--- config.mk ---
export PLATFORM = sky130hd
export DESIGN_NAME = cache_mem_arbiter
export DESIGN_NICKNAME = d
export VERILOG_FILES = /design/src/rtl/cpu_types_pkg.sv /design/src/rtl/sat_counter.sv /design/src/rtl/cache_mem_arbiter.sv
export SDC_FILE = /design/constraint.sdc
export NUM_CORES = 1
export LEC_CHECK = 0
export ABC_AREA = 1
export BUFFER_PORTS_ARGS = -buffer_cell sky130_fd_sc_hd__buf_4
export CORE_AREA = 5 5 102 104
export DETAILED_ROUTE_END_ITERATION = 10
export DIE_AREA = 0 0 107 109
export MAX_ROUTING_LAYER = met4
export PLACE_DENSITY = 0.65
export SYNTH_ARGS = -nofsm -noshare
export SYNTH_HDL_FRONTEND = slang
export SYNTH_SLANG_ARGS = --single-unit
export TNS_END_PERCENT = 100
--- constraint.sdc ---
create_clock -name CLK -period 1.8 [get_ports CLK]
set_input_delay 0.27 -clock CLK [delete_from_list [all_inputs] [get_ports CLK]]
set_output_delay 0.27 -clock CLK [all_outputs]
set_load 0.05 [all_outputs]
--- src/rtl/cpu_types_pkg.sv ---
// Shared CPU-side types: RAM status and arbiter grant owner.
// Latency: n/a (types only).
// Backpressure: n/a.
package cpu_types_pkg;

    // RAM model status as seen by the memory-side responder.
    typedef enum logic [1:0] {
        FREE   = 2'd0,
        BUSY   = 2'd1,
        ACCESS = 2'd2,
        ERROR  = 2'd3
    } ramstate_t;

    // Which cache held the most recent completed grant.
    typedef enum logic {
        INSTR = 1'b0,
        DATA  = 1'b1
    } grant_t;

endpackage

--- src/rtl/sat_counter.sv ---
// Saturating up-counter with synchronous clear and a reached-max flag.
// Latency: count updates on the edge after clr/en; at_max is combinational from the count.
// Backpressure: none; holds at MAX instead of wrapping.
//
// Ports: CLK, nRST (async, active low), clr (clear to 0, wins over en),
//        en (count up), at_max (count == MAX).
module sat_counter #(
    parameter int W   = 8,
    parameter int MAX = 255
) (
    input  logic CLK,
    input  logic nRST,
    input  logic clr,
    input  logic en,
    output logic at_max
);

    logic [W-1:0] cnt;

    assign at_max = (cnt == W'(MAX));

    always_ff @(posedge CLK or negedge nRST) begin
        if (!nRST) begin
            cnt <= '0;
        end else if (clr) begin
            cnt <= '0;
        end else if (en && !at_max) begin
            cnt <= cnt + 1'b1;
        end
    end

endmodule

--- src/rtl/cache_mem_arbiter.sv ---
// Arbitrates icache reads and dcache reads/writes onto one RAM port, round-robin on ties.
// Latency: 1 cycle to grant, completion in the first grant cycle with ACCESS (min 2 cycles).
// Backpressure: iwait/dwait stay high until completion; a grant is held until done, aborted or timed out.
//
// Ports: CLK, nRST (async, active low)
//        icache: iREN, iaddr -> iwait, iload
//        dcache: dREN, dWEN, daddr, dstore -> dwait, dload
//        RAM:    ramREN, ramWEN, ramaddr, ramstore <- ramload, ramstate
//        bus_err: sticky error/timeout flag, cleared only by reset
module cache_mem_arbiter
    import cpu_types_pkg::*;
#(
    parameter int          TIMEOUT_CYC = 255,
    parameter logic [31:0] ERR_WORD    = 32'hBAD1BAD1
) (
    input  logic        CLK,
    input  logic        nRST,
    input  logic        iREN,
    input  logic [31:0] iaddr,
    output logic        iwait,
    output logic [31:0] iload,
    input  logic        dREN,
    input  logic        dWEN,
    input  logic [31:0] daddr,
    input  logic [31:0] dstore,
    output logic        dwait,
    output logic [31:0] dload,
    output logic        ramREN,
    output logic        ramWEN,
    output logic [31:0] ramaddr,
    output logic [31:0] ramstore,
    input  logic [31:0] ramload,
    input  ramstate_t   ramstate,
    output logic        bus_err
);

    localparam int CW = $clog2(TIMEOUT_CYC + 1);

    typedef enum logic [1:0] {
        IDLE = 2'd0,
        IGNT = 2'd1,
        DGNT = 2'd2
    } arb_state_t;

    arb_state_t state;
    grant_t     last_grant;

    logic dreq;
    logic i_act;
    logic d_act;
    logic acc;
    logic err_st;
    logic tmo;
    logic done;
    logic fail;
    logic cnt_clr;
    logic cnt_en;

    assign dreq   = dREN || dWEN;
    // A grant is only live while its requester still asserts; a dropped
    // request kills the RAM enables in the same cycle.
    assign i_act  = (state == IGNT) && iREN;
    assign d_act  = (state == DGNT) && dreq;
    assign acc    = (ramstate == ACCESS);
    assign err_st = (ramstate == ERROR);
    assign done   = (i_act || d_act) && (acc || err_st || tmo);
    // ACCESS beats a coincident timeout, so it never counts as a failure.
    assign fail   = (i_act || d_act) && !acc && (err_st || tmo);

    // The counter holds the number of grant cycles already spent waiting, so
    // reaching TIMEOUT_CYC-1 in a cycle without ACCESS makes it the
    // TIMEOUT_CYC-th waiting cycle, which is where the abort happens.
    assign cnt_clr = (state == IDLE);
    assign cnt_en  = (state != IDLE) && !acc && !err_st;

    sat_counter #(
        .W   (CW),
        .MAX (TIMEOUT_CYC - 1)
    ) u_tmo_cnt (
        .CLK    (CLK),
        .nRST   (nRST),
        .clr    (cnt_clr),
        .en     (cnt_en),
        .at_max (tmo)
    );

    always_ff @(posedge CLK or negedge nRST) begin
        if (!nRST) begin
            state      <= IDLE;
            last_grant <= INSTR;
            bus_err    <= 1'b0;
        end else begin
            if (fail) begin
                bus_err <= 1'b1;
            end
            case (state)
                IDLE: begin
                    // dcache wins a tie unless it had the previous grant.
                    if (dreq && !(iREN && last_grant == DATA)) begin
                        state <= DGNT;
                    end else if (iREN) begin
                        state <= IGNT;
                    end
                end
                IGNT: begin
                    if (!iREN) begin
                        state <= IDLE;
                    end else if (done) begin
                        state      <= IDLE;
                        last_grant <= INSTR;
                    end
                end
                DGNT: begin
                    if (!dreq) begin
                        state <= IDLE;
                    end else if (done) begin
                        state      <= IDLE;
                        last_grant <= DATA;
                    end
                end
                default: state <= IDLE;
            endcase
        end
    end

    always_comb begin
        iwait    = 1'b1;
        dwait    = 1'b1;
        iload    = '0;
        dload    = '0;
        ramREN   = 1'b0;
        ramWEN   = 1'b0;
        ramaddr  = '0;
        ramstore = '0;
        if (i_act) begin
            ramREN  = 1'b1;
            ramaddr = iaddr;
            if (done) begin
                iwait = 1'b0;
                iload = fail ? ERR_WORD : ramload;
            end
        end
        if (d_act) begin
            ramaddr = daddr;
            if (dWEN) begin
                ramWEN   = 1'b1;
                ramstore = dstore;
            end else begin
                ramREN = 1'b1;
            end
            if (done) begin
                dwait = 1'b0;
                dload = fail ? ERR_WORD : ramload;
            end
        end
    end

endmodule

==> impl_metrics.env <==
export IMPL_core_um2=9460
export IMPL_initial_core_util=0.197
export IMPL_finalHoldViolations=0
export IMPL_grtUsageTotal=0.196
export IMPL_p_per_area_nw_per_um2=1100
export IMPL_maxSlewHeadroom=0.702
export IMPL_synthFlopType="dfrtp_1"
export IMPL_max_freq_mhz=480
export IMPL_diodes=0
export IMPL_grt_pass1_wl_um=17700
export IMPL_syn_avg_cell_area_um2=5.64
export IMPL_numClockSinks=12
export IMPL_synth_warning_count=0
export IMPL_fin_cells=728
export IMPL_vias=3442
export IMPL_synth_seq_area_share=0.161
export IMPL_firstDrtPassIters=4
export IMPL_die_w_um=107
export IMPL_cp_max_fo=7
export IMPL_synth_most_common_cell="nor2_1"
export IMPL_async_reset_ff_frac=1.00
export IMPL_start_kind="register"
export IMPL_hold_ws_ps=328
export IMPL_period_share=1.16
export IMPL_clock_path_buffers=2
export IMPL_critical_path_required_ps=1530
export IMPL_chipHeight_um=109
export IMPL_yosys_area_top_type="nor2_1"
export IMPL_final_seq_area_um2=300
export IMPL_violations="negative setup slack"
export IMPL_viasPerCell=4.73
export IMPL_yosys_area_top_type_share=0.219
export IMPL_detail_route_antenna_nets=0
export IMPL_placementRows=36
export IMPL_drc=0
export IMPL_cap_violations=0
export IMPL_ir_drop_mv=0.684
export IMPL_setup_viol=87
export IMPL_period_minus_slack_ps=2080
export IMPL_hold_class="in2reg"
export IMPL_synth_top_cells_by_count="nor2_1, inv_1, nand2_1"
export IMPL_cp_end_kind="output port"
export IMPL_status="finished with violations"
export IMPL_io_pins=268
export IMPL_area_growth_pct=195
export IMPL_die_area_um2=11700
export IMPL_grt_pass1_vias=3457
export IMPL_synth_edf_count=0
export IMPL_ys_top_cells_by_area="nor2_1, dfrtp_1, a22o_1, inv_1, nand2_1"
export IMPL_antenna_found_initial=0
export IMPL_layout_drive_gt1_share=0.668
export IMPL_ys_ff_latch=12
export IMPL_port_buffers=267
export IMPL_post_place_cells=711
export IMPL_globalRoute_totalOverflow=0
export IMPL_dp_slack_ps=-22.9
export IMPL_path_clk_slew_ps=50
export IMPL_numCtsBuffers=3
export IMPL_multiInputGateArea_um2=1710
export IMPL_wl_um=13100
export IMPL_finalWorstSetupSlack_ps=-283
export IMPL_cts_root_buf="clkbuf_8"
export IMPL_final_max_slew_viol_count=0
export IMPL_gp_congestion=0.899
export IMPL_clk_latency_ps=240
export IMPL_leakagePower_nw=2.88
export IMPL_worst_slew_pin_slew_ps=446
export IMPL_clock_skew_final_ps=0.733
export IMPL_fill_cells=822
export IMPL_synth_cell_types=25
export IMPL_final_setup_tns_ps=-14730
export IMPL_rsz0062_at_grt="yes"
export IMPL_drt_wirelength_per_cell_um=18.0
export IMPL_hpwl_um=9570
export IMPL_netlist_area_um2=1870
export IMPL_grt_start_max_net_pins=34
export IMPL_min_path_cells=3
export IMPL_syn_nets=468
export IMPL_critical_path_arrival_ps=1810
export IMPL_htree_levels=1
export IMPL_critical_path_class="reg2out"
export IMPL_cts_tree="done"
export IMPL_r2r_worst_path_cells=12
export IMPL_postSynthCellCount=331
export IMPL_drtIter0Drc=182
export IMPL_nets=753
export IMPL_post_route_util=0.581
-- layout by cell type (no fill, tap or decap) --
cell	count
buf_4	158
buf_6	100
nand2_1	47
nor2_4	45
inv_1	45
nor2_2	35
nor2_1	33
a22o_1	30
buf_8	26
nand4_1	17
inv_2	13
dfrtp_1	12
nand3_1	8
buf_12	6
nand2_4	4
buf_16	4
clkbuf_16	4
nand2_8	3
clkbuf_8	3
nand2_2	2
a22o_4	2
a21oi_1	2
o21ai_0	2
xor2_1	2
nand3_4	1
inv_4	1
or2_1	1
clkinv_4	1
o21ai_1	1
o21bai_1	1
o22ai_1	1
ha_4	1
ha_1	1
bufbuf_16	1
dlygate4sd3_1	1
-- state kept, by name (all words and copies together) (netlist names) --
signal and flops:
bus_err 1, last_grant 1, state 2, u_tmo_cnt.cnt 8
-- path summary, 6_finish.rpt --
check | from | endpoint | slack, ps
min reg2reg | bus_err | bus_err | 490
min in group asynchronous | nRST | u_tmo_cnt.cnt[4] | 410
max reg2reg | u_tmo_cnt.cnt[0] | u_tmo_cnt.cnt[6] | 180
max in group asynchronous | nRST | u_tmo_cnt.cnt[7] | 1220
min | iREN | state[0] | 330
max | u_tmo_cnt.cnt[0] | dload[13] | -280
-- metal layers --
metal	vias up	routed length (µm)	GRT usage
met5	-	0	-
met4	0	277	0.0530
met3	26	1030	0.0414
met2	210	7130	0.357
met1	1599	4640	0.216
li1	1607	-	-
-- worst max-delay path: stages (launching register included) --
cell and delay (ps):
dfrtp_1 390, inv_2 90, ha_4 140, nand2_4 50, nor2_4 110, nand2_4 80, nand2_8 100, nand2_8 120
clkbuf_16 200, nor2_4 110, buf_8 160
-- kinds of logic (layout without fill, tap and decap cells) --
group | Yosys count | after routing | share of synthesized area
compound gates | 39 | 39 | 0.171
xor+xnor | 2 | 2 | 0.00939
simple gates | 196 | 196 | 0.459
fa+ha+maj | 2 | 2 | 0.0134
flops | 12 | 12 | 0.161
buf+inv | 80 | 363 | 0.186
-- final cells by class --
class                           count  share of cell area
Multi-Input combinational cell    239               0.310
Timing Repair Buffer              300               0.559
Clock buffer                        3             0.00751
Sequential cell                    12              0.0546
Inverter                           60              0.0423
Tap cell                          114              0.0259
-- where the power goes --
| part | total [W] | switching [W] | internal (W) | leakage [nW] |
|---|---|---|---|---|
| sequential | 0.000383 | 0.0000572 | 0.000326 | 0.156 |
| combinational | 0.00543 | 0.00329 | 0.00213 | 2.71 |
| clock | 0.000241 | 0.0000942 | 0.000147 | 0.0216 |
-- through the flow --
step                power [W]  area, µm²
floorplan             0.00327       2200
finish                0.00605       5500
detailed placement    0.00467       4400
global placement      0.00463       4400
global route          0.00631       5500
CTS                   0.00559       5040
-- what timing repair did --
action	in CTS	in global routing
gates resized for setup	120	95
hold buffers	1	0
hold endpoints to repair	12	0
buffers inserted	3	1
cloned	4	5
pin swaps	4	7
setup endpoints to repair	98	131
No activity file was read; power rests on OpenSTA's default activity.
